### src/rtl/balayage_afficheurs_pkg.sv
// Shared constants for the 3-digit display scanner: glyphs, digit indices, snapshot layout.
// The snapshot carries a blink bit only when BALAYAGE_BLINK_EN is defined.
package balayage_pkg;

  localparam int SEG_W = 7;
  localparam int DIG_N = 3;
  localparam int BCD_W = 4;

  // Glyphs are active-high, bit order {g,f,e,d,c,b,a}
  localparam logic [SEG_W-1:0] SEG_0    = 7'h3F;
  localparam logic [SEG_W-1:0] SEG_1    = 7'h06;
  localparam logic [SEG_W-1:0] SEG_2    = 7'h5B;
  localparam logic [SEG_W-1:0] SEG_3    = 7'h4F;
  localparam logic [SEG_W-1:0] SEG_4    = 7'h66;
  localparam logic [SEG_W-1:0] SEG_5    = 7'h6D;
  localparam logic [SEG_W-1:0] SEG_6    = 7'h7D;
  localparam logic [SEG_W-1:0] SEG_7    = 7'h07;
  localparam logic [SEG_W-1:0] SEG_8    = 7'h7F;
  localparam logic [SEG_W-1:0] SEG_9    = 7'h6F;
  localparam logic [SEG_W-1:0] SEG_DASH = 7'h40;

  localparam logic [1:0] DIG_CENT = 2'd0;
  localparam logic [1:0] DIG_DIZ  = 2'd1;
  localparam logic [1:0] DIG_UNIT = 2'd2;

  typedef struct packed {
    logic [BCD_W-1:0] d0;
    logic [BCD_W-1:0] d1;
    logic [BCD_W-1:0] d2;
    logic             en0;
    logic             en1;
`ifdef BALAYAGE_BLINK_EN
    logic             blink;
`endif
  } snap_t;

endpackage

### src/rtl/balayage_afficheurs_decodeur.sv
// BCD code to active-high 7-segment glyph; codes 10-15 render as a dash.
module decodeur_7seg
  import balayage_pkg::*;
(
  input  logic [BCD_W-1:0] code,
  output logic [SEG_W-1:0] glyph
);

  always_comb begin
    glyph = SEG_DASH;
    case (code)
      4'd0: glyph = SEG_0;
      4'd1: glyph = SEG_1;
      4'd2: glyph = SEG_2;
      4'd3: glyph = SEG_3;
      4'd4: glyph = SEG_4;
      4'd5: glyph = SEG_5;
      4'd6: glyph = SEG_6;
      4'd7: glyph = SEG_7;
      4'd8: glyph = SEG_8;
      4'd9: glyph = SEG_9;
      default: glyph = SEG_DASH;
    endcase
  end

endmodule

### src/rtl/balayage_afficheurs.sv
// Time-multiplexed 3-digit 7-segment scanner; inputs snapshotted once per frame.
// Define BALAYAGE_BLINK_EN to add the blink port and frame-counter display gating.
//
// idx      | meaning
// DIG_CENT | hundreds slot (frame starts here at presc==0)
// DIG_DIZ  | tens slot
// DIG_UNIT | units slot
module balayage_afficheurs
  import balayage_pkg::*;
#(
  parameter int DIV         = 1000,
  parameter bit SEG_ACT_LOW = 1'b1,
  parameter bit AN_ACT_LOW  = 1'b1
`ifdef BALAYAGE_BLINK_EN
  , parameter int BLINK_FRAMES = 64
`endif
) (
  input  logic             clk,
  input  logic             rst,
  input  logic [BCD_W-1:0] bcd0,
  input  logic [BCD_W-1:0] bcd1,
  input  logic [BCD_W-1:0] bcd2,
  input  logic             en0,
  input  logic             en1,
`ifdef BALAYAGE_BLINK_EN
  input  logic             blink,
`endif
  output logic [SEG_W-1:0] seg,
  output logic [DIG_N-1:0] an,
  output logic             frame
);

  localparam int PW = $clog2(DIV);
  localparam logic [PW-1:0] PRESC_LAST = PW'(DIV - 1);

  logic [PW-1:0]    presc;
  logic [1:0]       idx;
  logic [1:0]       idx_nxt;
  logic             tick;
  logic             frame_start;
  logic             blank;
  snap_t            snap;
  logic [BCD_W-1:0] code;
  logic [SEG_W-1:0] glyph;
  logic             vis;
  logic [DIG_N-1:0] sel;
  logic [SEG_W-1:0] seg_int;
  logic [DIG_N-1:0] an_int;

  assign tick        = (presc == PRESC_LAST);
  assign frame_start = (presc == '0) && (idx == DIG_CENT);

  always_ff @(posedge clk) begin
    if (rst)       presc <= '0;
    else if (tick) presc <= '0;
    else           presc <= presc + 1'b1;
  end

  always_ff @(posedge clk) begin
    if (rst) idx <= DIG_CENT;
    else     idx <= idx_nxt;
  end

  // Any illegal encoding falls back to the hundreds slot.
  always_comb begin
    idx_nxt = DIG_CENT;
    case (idx)
      DIG_CENT: idx_nxt = tick ? DIG_DIZ  : DIG_CENT;
      DIG_DIZ:  idx_nxt = tick ? DIG_UNIT : DIG_DIZ;
      DIG_UNIT: idx_nxt = tick ? DIG_CENT : DIG_UNIT;
      default:  idx_nxt = DIG_CENT;
    endcase
  end

  always_ff @(posedge clk) begin
    if (rst) begin
      snap <= '0;
    end else if (frame_start) begin
      snap.d0  <= bcd0;
      snap.d1  <= bcd1;
      snap.d2  <= bcd2;
      snap.en0 <= en0;
      snap.en1 <= en1;
`ifdef BALAYAGE_BLINK_EN
      snap.blink <= blink;
`endif
    end
  end

`ifdef BALAYAGE_BLINK_EN
  localparam int FW = $clog2(2 * BLINK_FRAMES);
  logic [FW-1:0] fcnt;

  // Advances on the last tick of a frame so fcnt equals the frame number mod 2*BLINK_FRAMES.
  always_ff @(posedge clk) begin
    if (rst) begin
      fcnt <= '0;
    end else if (tick && idx == DIG_UNIT) begin
      if (fcnt == FW'(2 * BLINK_FRAMES - 1)) fcnt <= '0;
      else                                   fcnt <= fcnt + 1'b1;
    end
  end

  assign blank = snap.blink && (fcnt >= FW'(BLINK_FRAMES));
`else
  assign blank = 1'b0;
`endif

  always_comb begin
    code = snap.d2;
    vis  = 1'b0;
    sel  = '0;
    case (idx)
      DIG_CENT: begin code = snap.d0; vis = snap.en1; sel = 3'b001; end
      DIG_DIZ:  begin code = snap.d1; vis = snap.en0; sel = 3'b010; end
      DIG_UNIT: begin code = snap.d2; vis = 1'b1;     sel = 3'b100; end
      default:  begin code = snap.d2; vis = 1'b0;     sel = '0;     end
    endcase
    seg_int = vis ? glyph : '0;
    // The first cycle of each slot stays dark to avoid ghosting from the previous digit.
    an_int  = (vis && presc != '0 && !blank) ? sel : '0;
  end

  decodeur_7seg u_dec (
    .code  (code),
    .glyph (glyph)
  );

  always_ff @(posedge clk) begin
    if (rst) begin
      seg   <= {SEG_W{SEG_ACT_LOW}};
      an    <= {DIG_N{AN_ACT_LOW}};
      frame <= 1'b0;
    end else begin
      seg   <= seg_int ^ {SEG_W{SEG_ACT_LOW}};
      an    <= an_int ^ {DIG_N{AN_ACT_LOW}};
      frame <= frame_start;
    end
  end

endmodule

### config.mk
export PLATFORM = sky130hd
export DESIGN_NAME = balayage_afficheurs
export DESIGN_NICKNAME = d
export VERILOG_FILES = /design/src/rtl/balayage_afficheurs_pkg.sv /design/src/rtl/balayage_afficheurs_decodeur.sv /design/src/rtl/balayage_afficheurs.sv
export SDC_FILE = /design/constraint.sdc
export NUM_CORES = 1
export LEC_CHECK = 0
export CELL_PAD_IN_SITES_DETAIL_PLACEMENT = 0
export CELL_PAD_IN_SITES_GLOBAL_PLACEMENT = 2
export CORE_ASPECT_RATIO = 0.5
export CORE_UTILIZATION = 35
export DETAILED_ROUTE_END_ITERATION = 6
export GPL_ROUTABILITY_DRIVEN = 0
export PLACE_DENSITY = 0.82
export SLEW_MARGIN = 20
export SYNTH_ARGS = -nofsm -noshare
export SYNTH_HDL_FRONTEND = slang
export SYNTH_SLANG_ARGS = --single-unit
### constraint.sdc
create_clock -name clk -period 5.75 [get_ports clk]
set_input_delay 1.15 -clock clk [delete_from_list [all_inputs] [get_ports clk]]
set_output_delay 1.15 -clock clk [all_outputs]
set_load 0.01 [all_outputs]
==> summary.md <==
| Metric | Value |
|---|---|
| Outcome | `finished clean` |
| Net Sw Power | `between 100 and 150 uW` |
| Worst-Skew Late Latency | `290 ps` |
| Final hold vios | `0` |
| Worst setup margin | `3152 ps` |
| Core Region | `~4500 um^2` |
| Die area | `between 5000 and 6000 um^2` |
| Antenna Cells | `0` |
| Total CTS buffers | `5` |
| TNS Setup | `0 ps` |
| Wirelength, routed | `approximately 3300 um` |
| Drt first pass iters | `4` |
| Synth top cells by count | `dfxtp_1, nor2_1, mux2i_1, nand2_1, inv_1` |
| WL/cell | `11.87 um` |
| Number of flops mapped to enable cells by yosys | `0` |
| Max Root-Sink Buffers | `2` |
| Std cell rows | `17` |
| Largest net degree at the start of global routing | `24` |
| Peak Freq | `0.3849 GHz` |
| Share of flip-flops with an asynchronous set or reset | `0%` |
| Synth cell types | `45` |
| Critical path arrival | `~2800 ps` |
| Placed instance count | `around 270` |
| Power Dens Cells | `around 260 nW/um^2` |
| Final cell count without fillers | `275` |
| DR vias | `between 1,000 and 1,500` |
| Worst-path fanout max | `23` |
| Post-route ant nets | `0` |
| DP HPWL | `roughly 2500 um` |
| Combinational Power Share | `~16%` |
| Mapped Cells | `182` |
| Slew HR | `approximately 47%` |
| Total track usage | `around 15%` |
| Period minus WS final | `2598 ps` |
| Worst setup SP type | `input port` |
| Area leader, netlist | `dfxtp_1` |
| Vias in the first global route | `approximately 1,300` |
| Cell breakdown of the critical path | `clkdlybuf4s50_1 > a21o_1 > nor4_1 > a21oi_1` |
| Wire length of the first global-routing pass | `between 5000 and 6000 um` |
| Synth-to-layout area growth | `22.86%` |
| Synth Area per Inst | `9.384 um^2` |
| IO Pins | `27` |
| Largest cells by area after synthesis | `dfxtp_1, mux2i_1, nor2_1` |
| CTS root buf | `clkbuf_8` |
| Synth top area share | `43.37%` |
| Slowest cell on crit path | `clkdlybuf4s50_1` |
| Clock group share of total power | `roughly a third` |
| Pleak | `0.8284 nW` |
| Delay of the slowest critical-path stage | `820 ps` |
| Die X-Extent | `roughly 100 um` |
| Seq/Total Area, Yosys | `a little over two fifths` |
| Req. time, crit path | `between 5000 and 6000 ps` |
| Max Cap Viol | `0` |
| DIE HEIGHT | `51.40 um` |
| Peak VDD IR | `between 80 and 90 uV` |
| Seq pwr share | `between 50% and 60%` |
| Worst setup path category | `in2reg` |
| Vias/cell | `approximately 4.7` |
| Port Buffer Count | `26` |
| Worst-path clk slew | `about 70 ps` |
| Clock Sinks | `37` |
| Sw frac | `around a quarter` |
| Endpoints failing setup | `0` |
| Yosys warning count | `0` |
| Clk_skew | `6.601 ps` |
| DRC Markers | `0` |
| Ratio of cells with drive above 1 in the final layout | `7.656%` |
| RSZ-0062 raised after global routing | `false` |
| CTS tree | `done` |
| Starting Density | `37.70%` |
| Initial drt markers | `31` |
| FF+latch count, synth | `37` |
| Mapped Area | `approximately 1700 um^2` |
| Part of the cycle the worst path needs | `45.19%` |
| Htree depth | `2` |
| Cell Int Power | `around 400 uW` |
| Initial antenna violation count | `0` |
| Utilization after layout | `~46%` |
| Max Slew Vio Count | `0` |
| Post-Syn Nets | `205` |
| Net count, final | `232` |
| Worst slack, placed | `between 2000 and 3000 ps` |
| Post-cts resize count | `0` |
| Worst-margin pin slew | `approximately 800 ps` |
| # Post-CTS Setup Buffers | `0` |
| Ys flop type | `dfxtp_1` |
| # hold bufs at CTS | `0` |
| CP Capture Type | `register` |
| Count leader, synth | `dfxtp_1` |
| Type of the worst min-delay path | `reg2reg` |
| Grt total ovfl | `0` |
-- through the flow --
step,cell area [um^2],hold slack (ps),total power [mW]
finish,2098,473.2,0.5488
global placement,2012,448.4,0.3729
floorplan,1708,430.0,0.3445
CTS,2098,480.1,0.5586
detailed placement,2012,463.6,0.3741
global route,2098,523.9,0.5864
-- per-layer routing --
metal	track usage (%)	vias up	routed length, um
li1	-	678	-
met4	5.072	0	23
met1	17.00	606	1606
met2	26.48	12	1516
met3	5.062	3	117
met5	0	-	0
-- path summary, 6_finish.rpt --
| check | to | from | cells after the start | slack [ps] |
|---|---|---|---|---|
| worst max register to register | seg[0] | idx[0] | 7 | 3240 |
| worst min register to register | presc[0] | presc[0] | 1 | 470 |
| worst max-delay path | seg[5] | rst | 4 | 3150 |
| worst min-delay path | presc[0] | presc[0] | 1 | 470 |
-- flip-flops by register name (all words and copies together), names as in the netlist --
name,count
an,3
snap,14
seg,7
idx,2
presc,10
frame,1
-- kinds of logic (layout without fill, tap and decap cells) --
kind of cell	Yosys count	in the layout	share of synthesized area [%]
xor+xnor	7	7	3.590
simple gates	68	68	19.78
mux	23	23	14.07
compound gates	25	25	9.817
buf+inv	15	42	4.249
flops	37	37	43.37
fa+ha+maj	7	7	5.128
-- power groups by stage --
stage | logic, mW | registers, mW | clock network (mW)
after global routing | 0.0971 | 0.282 | 0.208
after floorplan | 0.0593 | 0.285 | 0
after CTS | 0.0891 | 0.279 | 0.190
final | 0.0867 | 0.279 | 0.183
after detailed placement | 0.0887 | 0.285 | 0
after global placement | 0.0880 | 0.285 | 0
-- layout by cell type, fill, tap and decap left out, types with 2 or more instances in the layout --
| cell | instances |
|---|---|
| dfxtp_1 | 37 |
| nor2_1 | 35 |
| clkdlybuf4s50_1 | 26 |
| mux2i_1 | 18 |
| nand2_1 | 10 |
| inv_1 | 8 |
| a21oi_1 | 7 |
| ha_1 | 7 |
| clkbuf_8 | 6 |
| o21ai_1 | 4 |
| nand3_1 | 4 |
| xnor2_1 | 4 |
| mux2_2 | 3 |
| xor2_1 | 3 |
| nor3_1 | 3 |
| nand4_1 | 2 |
| nand2b_1 | 2 |
| o211ai_1 | 2 |
| o21ai_0 | 2 |
-- cell type report --
class | count | area (um^2)
fill | 464 | 2432
sequential | 37 | 740.7
tap | 66 | 82.58
multi-input combinational | 130 | 894.6
clock buffer | 7 | 86.33
timing repair buffer | 26 | 260.3
inverter | 9 | 33.78
-- critical path, delay by kind of cell --
kind	cells	cell delay, ps
AO/OA/AOI/OAI	2	490
AND/OR/NAND/NOR	1	310
buffers and inverters	1	820
Note: power is estimated with default switching activity, not from simulation.
